## src/rtl/coord_bcd_scheduler.sv

```systemverilog
// Converts three 10-bit coordinates to 3-digit BCD once per frame using one
// shared double-dabble engine, publishing all channels together.
module coord_bcd_scheduler #(
    parameter bit CLAMP = 1'b1
) (
    input  logic        clk,
    input  logic        rst_n,
    input  logic        frame_start,
    input  logic [9:0]  x_coord,
    input  logic [9:0]  y_coord,
    input  logic [9:0]  z_coord,
    output logic [11:0] x_bcd,
    output logic [11:0] y_bcd,
    output logic [11:0] z_bcd,
    output logic [2:0]  sat,
    output logic        done,
    output logic        bcd_valid,
    output logic        busy,
    output logic        overrun
);

    typedef enum logic [2:0] {IDLE, LOAD, SHIFT, STORE, PUBLISH} state_t;

    state_t      state, state_next;
    logic [1:0]  channel;
    logic [3:0]  shift_cnt;
    logic [9:0]  snap_x, snap_y, snap_z;
    logic [11:0] acc, acc_adj;
    logic [9:0]  bin;
    logic [11:0] pend_x, pend_y, pend_z;
    logic [2:0]  pend_sat;
    logic [9:0]  sel_raw, sel_fixed;
    logic        sel_over;

    assign busy = (state != IDLE);

    always_comb begin
        sel_raw = snap_x;
        case (channel)
            2'd1:    sel_raw = snap_y;
            2'd2:    sel_raw = snap_z;
            default: sel_raw = snap_x;
        endcase
        sel_over  = (sel_raw >= 10'd1000);
        sel_fixed = sel_raw;
        if (sel_over)
            sel_fixed = CLAMP ? 10'd999 : (sel_raw - 10'd1000);
    end

    // Double-dabble correction: any digit of 5 or more would overflow when doubled.
    always_comb begin
        acc_adj = acc;
        for (int i = 0; i < 3; i++) begin
            if (acc[i*4 +: 4] >= 4'd5)
                acc_adj[i*4 +: 4] = acc[i*4 +: 4] + 4'd3;
        end
    end

    always_comb begin
        state_next = state;
        case (state)
            IDLE:    if (frame_start) state_next = LOAD;
            LOAD:    state_next = SHIFT;
            SHIFT:   if (shift_cnt == 4'd9) state_next = STORE;
            STORE:   state_next = (channel == 2'd2) ? PUBLISH : LOAD;
            PUBLISH: state_next = IDLE;
            default: state_next = IDLE;
        endcase
    end

    always_ff @(posedge clk) begin
        if (!rst_n) begin
            state     <= IDLE;
            channel   <= 2'd0;
            shift_cnt <= 4'd0;
            snap_x    <= '0;
            snap_y    <= '0;
            snap_z    <= '0;
            acc       <= '0;
            bin       <= '0;
            pend_x    <= '0;
            pend_y    <= '0;
            pend_z    <= '0;
            pend_sat  <= '0;
            x_bcd     <= '0;
            y_bcd     <= '0;
            z_bcd     <= '0;
            sat       <= '0;
            done      <= 1'b0;
            bcd_valid <= 1'b0;
            overrun   <= 1'b0;
        end else begin
            state <= state_next;
            done  <= 1'b0;
            if (frame_start && state != IDLE)
                overrun <= 1'b1;
            case (state)
                IDLE: begin
                    if (frame_start) begin
                        snap_x   <= x_coord;
                        snap_y   <= y_coord;
                        snap_z   <= z_coord;
                        channel  <= 2'd0;
                        pend_sat <= 3'b000;
                    end
                end
                LOAD: begin
                    acc       <= '0;
                    bin       <= sel_fixed;
                    shift_cnt <= 4'd0;
                    case (channel)
                        2'd1:    pend_sat[1] <= sel_over;
                        2'd2:    pend_sat[2] <= sel_over;
                        default: pend_sat[0] <= sel_over;
                    endcase
                end
                SHIFT: begin
                    {acc, bin} <= {acc_adj[10:0], bin, 1'b0};
                    shift_cnt  <= (shift_cnt == 4'd9) ? 4'd0 : shift_cnt + 4'd1;
                end
                STORE: begin
                    case (channel)
                        2'd1:    pend_y <= acc;
                        2'd2:    pend_z <= acc;
                        default: pend_x <= acc;
                    endcase
                    if (channel != 2'd2)
                        channel <= channel + 2'd1;
                end
                PUBLISH: begin
                    x_bcd     <= pend_x;
                    y_bcd     <= pend_y;
                    z_bcd     <= pend_z;
                    sat       <= pend_sat;
                    done      <= 1'b1;
                    bcd_valid <= 1'b1;
                    channel   <= 2'd0;
                end
                default: ;
            endcase
        end
    end

endmodule

```

## config.mk

```make
export PLATFORM = sky130hd
export DESIGN_NAME = coord_bcd_scheduler
export DESIGN_NICKNAME = d
export VERILOG_FILES = /design/src/rtl/coord_bcd_scheduler.sv
export SDC_FILE = /design/constraint.sdc
export NUM_CORES = 1
export LEC_CHECK = 0
export CAP_MARGIN = 10
export CORE_ASPECT_RATIO = 1.5
export CORE_MARGIN = 10
export CORE_UTILIZATION = 45
export DETAILED_ROUTE_END_ITERATION = 8
export DONT_BUFFER_PORTS = 1
export PLACE_DENSITY = 0.65
export SYNTH_ARGS = -nofsm -noshare
export SYNTH_HDL_FRONTEND = slang
export SYNTH_SLANG_ARGS = --single-unit
```

## constraint.sdc

```tcl
create_clock -name clk -period 5.71 [get_ports clk]
set_input_delay 0.571 -clock clk [delete_from_list [all_inputs] [get_ports clk]]
set_output_delay 0.571 -clock clk [all_outputs]
set_load 0.02 [all_outputs]
```

==> flow_metrics.py <==
metrics = {
    "synthesis": {
        "synth_top_family_by_area": "compound AO/OA/AOI/OAI gates",
        "syn-num-nets": 749,
        "ys_seq_area_frac": 0.475,
        "synth_edf_count": 0,
        "ys_seq_elements": 142,
        "avgSynthCellArea_sq_um": 8.48,
        "async_reset_ff_frac": 0,
        "synthFlopType": "dfxtp_1",
        "synth_xor_area_frac": 0.00439,
        "synth-simple-area-share": 0.201,
        "synth_cells": 706,
        "yosys.area_share.adder": 0.0209,
        "yosys_warnings": 0,
        "syn-cell-area_sq_um": 5990,
        "muxShareOfSynthArea": 0.00668,
        "synth_compound_area_frac": 0.243,
        "synth.distinct_cells": 49,
    },
    "clock_network": {
        "clk_latency_ns": 0.42,
        "clockRootBuffer": "clkbuf_16",
        "cts.sinks": 142,
        "cts_setup_buffers": 0,
        "clkTransAtPathRegs_ns": 0.06,
        "tritoncts": "done",
        "post_cts_resized": 0,
        "htreeDepth": 4,
        "postCtsHoldBufs": 0,
        "numCtsBuffers": 17,
        "ctsLongestPathBuffers": 2,
    },
    "floorplanning": {
        "die_h_um": 161,
        "die_w_um": 114,
        "start_util": 0.460,
        "dieArea_sq_um": 18400,
        "io-pin-count": 76,
        "rows": 51,
        "core_area_sq_um": 13000,
    },
    "sta": {
        "setup_ws_ns": 3.34,
        "relSlewSlack": 0.285,
        "rsz0062_at_grt": "false",
        "fmax_ghz": 0.421,
        "min_period_ns": 2.37,
        "tns_ns": 0,
        "skew_ns": 0.00680,
        "hold_viol": 0,
        "tightest_slew_ns": 1.07,
        "post-route-period-util": 0.416,
        "drv_slew": 0,
        "finalSetupViolations": 0,
    },
    "routing": {
        "drtAntennaViolNets": 0,
        "vias_per_cell": 5.37,
        "drt_iter0_drc": 242,
        "drc": 0,
        "drt-total-wl_um": 13800,
        "wl_per_cell_um": 16.2,
        "num_vias": 4559,
        "drt_first_pass_iters": 5,
    },
    "status": {
        "status": "finished clean",
    },
    "global_route": {
        "grt_usage": 0.149,
        "grt_pass1_vias": 4507,
        "grt_max_degree": 147,
        "grt_first_pass_wirelength_um": 22500,
        "antenna_found_initial": 0,
        "grt_overflow": 0,
    },
    "setup_path": {
        "worstPathMaxFanout": 17,
        "crit_required_ns": 6.01,
        "crit_family": "compound AO/OA/AOI/OAI gates",
        "critPathBufInv": 2,
        "slowest_stage": "ha_1",
        "crit_type": "register to register",
        "startpoint_type": "register",
        "cp_slowest_stage_delay_ns": 0.58,
        "cp_cell_sequence": "inv_1, ha_1, inv_1, o21ai_0, a221oi_4, a221oi_1, o21ai_0",
        "crit_path_end_kind": "register",
        "crit_arrival_ns": 2.68,
    },
    "placement": {
        "place.gp.congestion": 0.804,
        "io_buffers": 0,
        "dp_hpwl_um": 9380,
        "dp_cells": 817,
        "dp_slack_ns": 3.36,
    },
    "finish": {
        "final_cells": 849,
        "fin_util": 0.506,
        "fin_nets": 720,
        "area_growth_pct": 9.99,
        "layout-drive-gt1-share": 0.0565,
        "mostFrequentLayoutCell": "nand2_1",
        "mostFrequentLayoutCells": "226 x nand2_1, 142 x dfxtp_1, 85 x a21boi_0",
        "antennaDiodeCount": 0,
    },
    "pwr": {
        "pwr-share-comb": 0.069,
        "swShare": 0.236,
        "clock_power_share": 0.486,
        "finalPower_w": 0.00239,
        "p_leak_nw": 2.24,
        "p_seq_frac": 0.445,
        "p_int_w": 0.00183,
        "p_switching_w": 0.000565,
        "powerDensity_nw_per_um2": 363,
        "ir_worst_vdd_uv": 192,
    },
    "job": {
        "cap_violations": 0,
    },
    "min_path": {
        "hp-class": "input port to register",
    },
}
==> power groups by stage <==
stage | Clock, W | Sequential, W | Combinational (W)
after global routing | 0.00123 | 0.00107 | 0.000186
after detailed placement | 0 | 0.00109 | 0.000166
after CTS | 0.00118 | 0.00106 | 0.000167
after floorplan | 0 | 0.00107 | 0.000166
final | 0.00116 | 0.00106 | 0.000164
after global placement | 0 | 0.00108 | 0.000162
==> synthesized netlist by cell type, types with 3 or more instances <==
cell	n	share of area
nor2b_1	12	0.013
and3_1	4	0.0042
o21a_1	4	0.0050
clkbuf_1	25	0.016
o221ai_1	7	0.010
nand3_1	9	0.0075
o22a_1	5	0.0073
o2111ai_1	3	0.0044
nand2_1	226	0.14
dfxtp_1	142	0.47
ha_1	10	0.021
mux2i_1	4	0.0067
xnor2_1	3	0.0044
nand2b_1	6	0.0063
a21boi_0	85	0.11
buf_2	19	0.016
a21oi_1	15	0.013
o21ai_0	19	0.016
a21boi_1	23	0.029
and2_1	5	0.0052
a22oi_1	13	0.016
buf_4	4	0.0050
o22ai_1	4	0.0042
a22o_1	3	0.0044
inv_1	14	0.0088
nor2_1	8	0.0050
o21ai_1	4	0.0033
a221o_1	5	0.0084
==> path summary, 6_finish.rpt <==
| path | from | to | slack, ns | cells past startpoint |
|---|---|---|---|---|
| worst max register to register | channel[0] | bin[0] | 3.34 | 7 |
| worst min register to register | pend_y[11] | y_bcd[11] | 0.45 | 2 |
| worst min-delay path | y_coord[5] | snap_y[5] | 0.29 | 2 |
| worst max-delay path | channel[0] | bin[0] | 3.34 | 7 |
==> sequential cells by signal, indices dropped and copies added (netlist names), 4 cells and up <==
register and count:
snap_z 10, snap_y 10, shift_cnt 4, snap_x 10, y_bcd 12, pend_x 12
x_bcd 12, bin 10, pend_z 12, z_bcd 12, pend_y 12, acc 12
==> cell type report <==
type | count | area, sq um
Fill cell | 1283 | 6430
Multi-Input combinational cell | 499 | 2860
Sequential cell | 142 | 2840
Clock buffer | 19 | 433
Tap cell | 159 | 199
Clock inverter | 13 | 186
Inverter | 15 | 56.3
Timing Repair Buffer | 2 | 15.0
==> cell families (layout without fill, tap and decap cells) <==
| logic type | after synthesis | count (layout) |
|---|---|---|
| mux | 4 | 4 |
| xor+xnor | 3 | 3 |
| compound gates | 199 | 199 |
| buf+inv | 65 | 49 |
| flops | 142 | 142 |
| fa+ha+maj | 10 | 10 |
| simple gates | 283 | 283 |
==> routing by layer <==
layer	up-vias	global-route usage	share of wire
met3	16	0.0497	0.059
met5	-	0	0
met2	97	0.256	0.51
met4	0	0.0623	0.019
li1	2324	-	-
met1	2122	0.163	0.41
==> per-stage QoR <==
step / area, sq um / hold WS [ns]
after global routing: 6590 / 0.271
final: 6590 / 0.291
after floorplan: 5990 / 0.431
after detailed placement: 5970 / 0.447
after global placement: 5970 / 0.445
after CTS: 6590 / 0.275
No activity file was read; power rests on OpenSTA's default activity.
